$ cat src/rtl/conv_window_shifter.sv
// K_H x K_W sliding-window register. It shifts in one column per handshake, inserts the
// zero-pad columns by itself, applies the stride and presents each window over valid/ready.
module conv_window_shifter #(
   parameter int unsigned DW     = 8,
   parameter int unsigned K_H    = 3,
   parameter int unsigned K_W    = 3,
   parameter int unsigned IMG_W  = 32,
   parameter int unsigned STRIDE = 1,
   parameter int unsigned PAD    = 0,
   localparam int unsigned W_P   = IMG_W + 2 * PAD,
   localparam int unsigned OUT_W = (W_P - K_W) / STRIDE + 1,
   localparam int unsigned CW    = ($clog2(W_P) > 0) ? $clog2(W_P) : 1,
   localparam int unsigned OW    = ($clog2(OUT_W) > 0) ? $clog2(OUT_W) : 1
) (
   input  logic                                clk,
   input  logic                                rst_n,
   input  logic                                clear_i,
   input  logic                                in_valid_i,
   output logic                                in_ready_o,
   input  logic [K_H-1:0][DW-1:0]              in_col_i,
   output logic                                win_valid_o,
   input  logic                                win_ready_i,
   output logic [K_H-1:0][K_W-1:0][DW-1:0]     window_o,
   output logic [OW-1:0]                       win_col_idx_o,
   output logic                                row_done_o
);

   localparam int unsigned PW = ($clog2(STRIDE) > 0) ? $clog2(STRIDE) : 1;

   logic [K_H-1:0][K_W-1:0][DW-1:0] win_q, win_d;
   logic [CW-1:0] p_q, p_d;
   logic [OW-1:0] oc_q, oc_d, idx_q, idx_d;
   logic [PW-1:0] ph_q, ph_d;
   logic          valid_q, valid_d, row_done_q, row_done_d;
   logic          pad_lo, pad_hi, pad_col, past_fill;
   logic          can_shift, shift, at_last, emit;

   if (PAD > 0) begin : g_pad_lo
      assign pad_lo = p_q < CW'(PAD);
   end else begin : g_no_pad_lo
      assign pad_lo = 1'b0;
   end

   if (K_W > 1) begin : g_fill
      assign past_fill = {1'b0, p_q} >= (CW+1)'(K_W - 1);
   end else begin : g_no_fill
      assign past_fill = 1'b1;
   end

   assign pad_hi    = {1'b0, p_q} >= (CW+1)'(PAD + IMG_W);
   assign pad_col   = pad_lo || pad_hi;
   assign can_shift = !valid_q || win_ready_i;
   assign shift     = can_shift && (pad_col || in_valid_i);
   assign at_last   = p_q == CW'(W_P - 1);
   // ph_q counts shifts since the last window-completing column of this row.
   assign emit      = past_fill && (ph_q == '0);

   assign in_ready_o = rst_n && !clear_i && can_shift && !pad_col;

   always_comb begin
      win_d      = win_q;
      p_d        = p_q;
      oc_d       = oc_q;
      idx_d      = idx_q;
      ph_d       = ph_q;
      valid_d    = valid_q;
      row_done_d = 1'b0;
      if (valid_q && win_ready_i) valid_d = 1'b0;
      if (shift) begin
         for (int i = 0; i < K_H; i++) begin
            for (int j = K_W - 1; j >= 1; j--) win_d[i][j] = win_q[i][j-1];
            win_d[i][0] = pad_col ? '0 : in_col_i[i];
         end
         p_d     = at_last ? '0 : p_q + 1'b1;
         valid_d = emit;
         if (emit) begin
            idx_d = oc_q;
            oc_d  = (oc_q == OW'(OUT_W - 1)) ? '0 : oc_q + 1'b1;
         end
         if (past_fill) ph_d = (ph_q == PW'(STRIDE - 1)) ? '0 : ph_q + 1'b1;
         if (at_last) begin
            row_done_d = 1'b1;
            oc_d       = '0;
            ph_d       = '0;
         end
      end
   end

   always_ff @(posedge clk) begin
      if (!rst_n || clear_i) begin
         win_q      <= '0;
         p_q        <= '0;
         oc_q       <= '0;
         idx_q      <= '0;
         ph_q       <= '0;
         valid_q    <= 1'b0;
         row_done_q <= 1'b0;
      end else begin
         win_q      <= win_d;
         p_q        <= p_d;
         oc_q       <= oc_d;
         idx_q      <= idx_d;
         ph_q       <= ph_d;
         valid_q    <= valid_d;
         row_done_q <= row_done_d;
      end
   end

   assign window_o      = win_q;
   assign win_valid_o   = valid_q;
   assign win_col_idx_o = idx_q;
   assign row_done_o    = row_done_q;

endmodule

$ cat config.mk
export PLATFORM = sky130hd
export DESIGN_NAME = conv_window_shifter
export DESIGN_NICKNAME = d
export VERILOG_FILES = /design/src/rtl/conv_window_shifter.sv
export SDC_FILE = /design/constraint.sdc
export NUM_CORES = 1
export LEC_CHECK = 0
export CAP_MARGIN = 20
export CELL_PAD_IN_SITES_DETAIL_PLACEMENT = 0
export CELL_PAD_IN_SITES_GLOBAL_PLACEMENT = 1
export CORE_MARGIN = 2
export CORE_UTILIZATION = 36
export CTS_BUF_LIST = sky130_fd_sc_hd__clkbuf_4 sky130_fd_sc_hd__clkbuf_8
export DETAILED_ROUTE_END_ITERATION = 8
export PLACE_DENSITY = 0.92
export REMOVE_ABC_BUFFERS = 1
export SLEW_MARGIN = 30
export SYNTH_ARGS = -nofsm -noshare
export SYNTH_HDL_FRONTEND = slang
export SYNTH_SLANG_ARGS = --single-unit
export TNS_END_PERCENT = 10
$ cat constraint.sdc
create_clock -name clk -period 6.15 [get_ports clk]
set_input_delay 1.23 -clock clk [delete_from_list [all_inputs] [get_ports clk]]
set_output_delay 1.23 -clock clk [all_outputs]
set_load 0.005 [all_outputs]
==> run metrics <==
status=completed; cts-stage hold buffer count=0; pins over their slew limit=0; clock-pin transition on the worst setup and hold timing paths=0.09 ns; final worst slack=2.19 ns; critical path capture point type=output pin; Ports=109; per-cell via count in the routed design=4.87; setup TNS=0 ns; detailed-route via count=2964; global-route wire length before repair=~12000 um; final instance area=4660 um2; clock buffer count from CTS=9; number of design rule violations left after detail routing=0; share of the yosys chip area belonging to registers=54.6%; Final Critical Period=3.96 ns; type of origin of the critical path=input port; area grow syn2layout=42.6%; Antenna Cells=0; number of antenna violations at the first check in global routing=0; area of the core=8760 um2; pre-CTS setup slack=about 1.9 ns; skew final=0.0111 ns; most frequent standard cell in the layout excluding fill and tap cells=sky130_fd_sc_hd__nand2_1; launching point of the worst reg2reg path=p_q[1]; all-layer global routing usage=15.1%; area of the mapped netlist=3270 um2; number of warnings issued by yosys=0; HPWL after DPL=4830 um; # Max-Cap Violations=0; Clk Tree Root Cell=sky130_fd_sc_hd__clkbuf_8; TritonRoute pass-1 iters=4; actual slew at the worst max-slew pin=0.806 ns; number of buffers added on ports=108; die outline area=9850 um2; share of final-layout standard cells stronger than drive strength 1=5.59%; Final Hold Vio Count=0; commonest cells after routing, fill and taps aside=149 x sky130_fd_sc_hd__nand2_1, 108 x sky130_fd_sc_hd__clkdlybuf4s50_1, 89 x sky130_fd_sc_hd__dfxtp_1; synth unique cells=30; total congestion overflow=0; cell leakage power=1.58 nW; WP data arrival=2.73 ns; Vert. Die Dim=between 90 and 100 um; initial core utilization=37.3%; via count of the first global-routing pass=2726; total number of clock tree sinks=89; post-CTS setup repair buffer count=0; x dimension of the die=99.2 um; top flip-flop cell by instance count after synthesis=sky130_fd_sc_hd__dfxtp_1; placed cell count=593; number of synthesized flops with an enable pin=0; post-detailed-route wirelength per cell=12.3 um; Worst Hold Class=reg -> reg; crit path max fanout=43; Post-Place Cell Area=4400 um2; worst setup path startpoint=rst_n; crit path kind=in -> out; post-layout net count=531; post-synthesis area per instance=roughly 8.1 um2; clock tree from TritonCTS=yes; maximum VDD drop=146 uV; worst-case clock buffer depth=2; fmax=roughly 250 MHz; number of levels the H-tree was split into=3; number of nets still failing antenna checks after routing=0; final clock period utilization by the worst path=roughly 64%; post-synthesis cell count=roughly 400; post-route insts no fill=609; share of flip-flops with an asynchronous set or reset after synthesis=0%; pin count of the biggest net entering global routing=91; number of endpoints failing setup at the final stage=0; clk_lat worst skew=0.34 ns; Power Dens Cells=245 nW/um2; required arrival time at the worst endpoint=4.92 ns; final routed wirelength across all metal layers=7490 um; #FFs+latches synth=89; number of placement rows=34; iteration-0 DRC count of the detailed router=120; number of gates resized after cts=0; Rel. slew slack=46.1%; beginning of the worst hold path=window_o[17]; RSZ-0062 raised after global routing=false; final weighted congestion in routability-driven placement=approximately 0.7
## kinds of logic (layout without fill, tap and decap cells)
group / after synthesis / in the layout / share of synthesized area [%]
buffers and inverters: 31 / 130 / 3.87
DFF: 89 / 89 / 54.6
adders and majority gates: 5 / 5 / 1.92
muxes: 5 / 5 / 1.53
and+or+nand+nor: 180 / 180 / 22.8
AOI/OAI and AO/OA: 92 / 92 / 15.4
## report_power, final
group / switching [mW] / total (mW) / internal, mW
clock: 0.202 / 0.472 / 0.270
sequential: 0.00586 / 0.589 / 0.583
combinational: 0.0412 / 0.0789 / 0.0376
## per-stage QoR
| step | hold slack, ns | total power [mW] | util (%) |
|---|---|---|---|
| after floorplan | 0.453 | 0.635 | - |
| after global placement | 0.441 | 0.680 | 50.2 |
| after detailed placement | 0.449 | 0.681 | 50.2 |
| after CTS | 0.462 | 1.15 | 52.9 |
| after global routing | 0.478 | 1.19 | 53.1 |
| final | 0.457 | 1.14 | 53.1 |
## per-layer routing
| metal | vias to the layer above | wire, um | part of all wire (%) | track usage, % |
|---|---|---|---|---|
| li1 | 1511 | - | - | - |
| met1 | 1368 | 3450 | 46 | 19.3 |
| met2 | 80 | 3480 | 46 | 24.7 |
| met3 | 5 | 505 | 6.7 | 5.06 |
| met4 | 0 | 53 | 0.71 | 4.00 |
| met5 | - | 0 | 0 | 0 |
## worst max-delay path, stage by stage
cell,delay [ns]
sky130_fd_sc_hd__clkdlybuf4s50_1,0.50
sky130_fd_sc_hd__nand2b_4,0.28
sky130_fd_sc_hd__nor2b_1,0.20
sky130_fd_sc_hd__clkdlybuf4s50_1,0.51
## Yosys cell counts, types with 3 or more instances
cell type	number	area share [%]
sky130_fd_sc_hd__nor2_1	9	1.0
sky130_fd_sc_hd__o21ai_0	3	0.46
sky130_fd_sc_hd__inv_1	4	0.46
sky130_fd_sc_hd__clkbuf_1	19	2.2
sky130_fd_sc_hd__ha_1	5	1.9
sky130_fd_sc_hd__nand2_1	150	17
sky130_fd_sc_hd__mux2i_1	5	1.5
sky130_fd_sc_hd__or4_1	3	0.69
sky130_fd_sc_hd__a21oi_1	81	12
sky130_fd_sc_hd__dfxtp_1	89	55
sky130_fd_sc_hd__buf_2	8	1.2
sky130_fd_sc_hd__nand3_1	3	0.46
## state kept, by name, summed over array words and instances (netlist names)
signal,cells
window_o,72
oc_q,5
p_q,5
win_col_idx_o,5
row_done_o,1
win_valid_o,1
## final timing paths
check                 endpoint  slack (ns)  depth (start not counted)
setup / recovery    in_ready_o        2.19                          4
hold / removal    window_o[17]        0.46                          2
setup reg to reg       oc_q[2]        3.91                          7
hold reg to reg   window_o[17]        0.46                          2
## final cells by class
cell class	instances	area, um2
clock buffer	9	124
clock inverter	6	115
fill	835	4110
inverter	4	15.0
multi-input combinational	282	1370
sequential	89	1780
tap	108	135
timing repair buffer	111	1120
No activity file was read; power rests on OpenSTA's default activity.
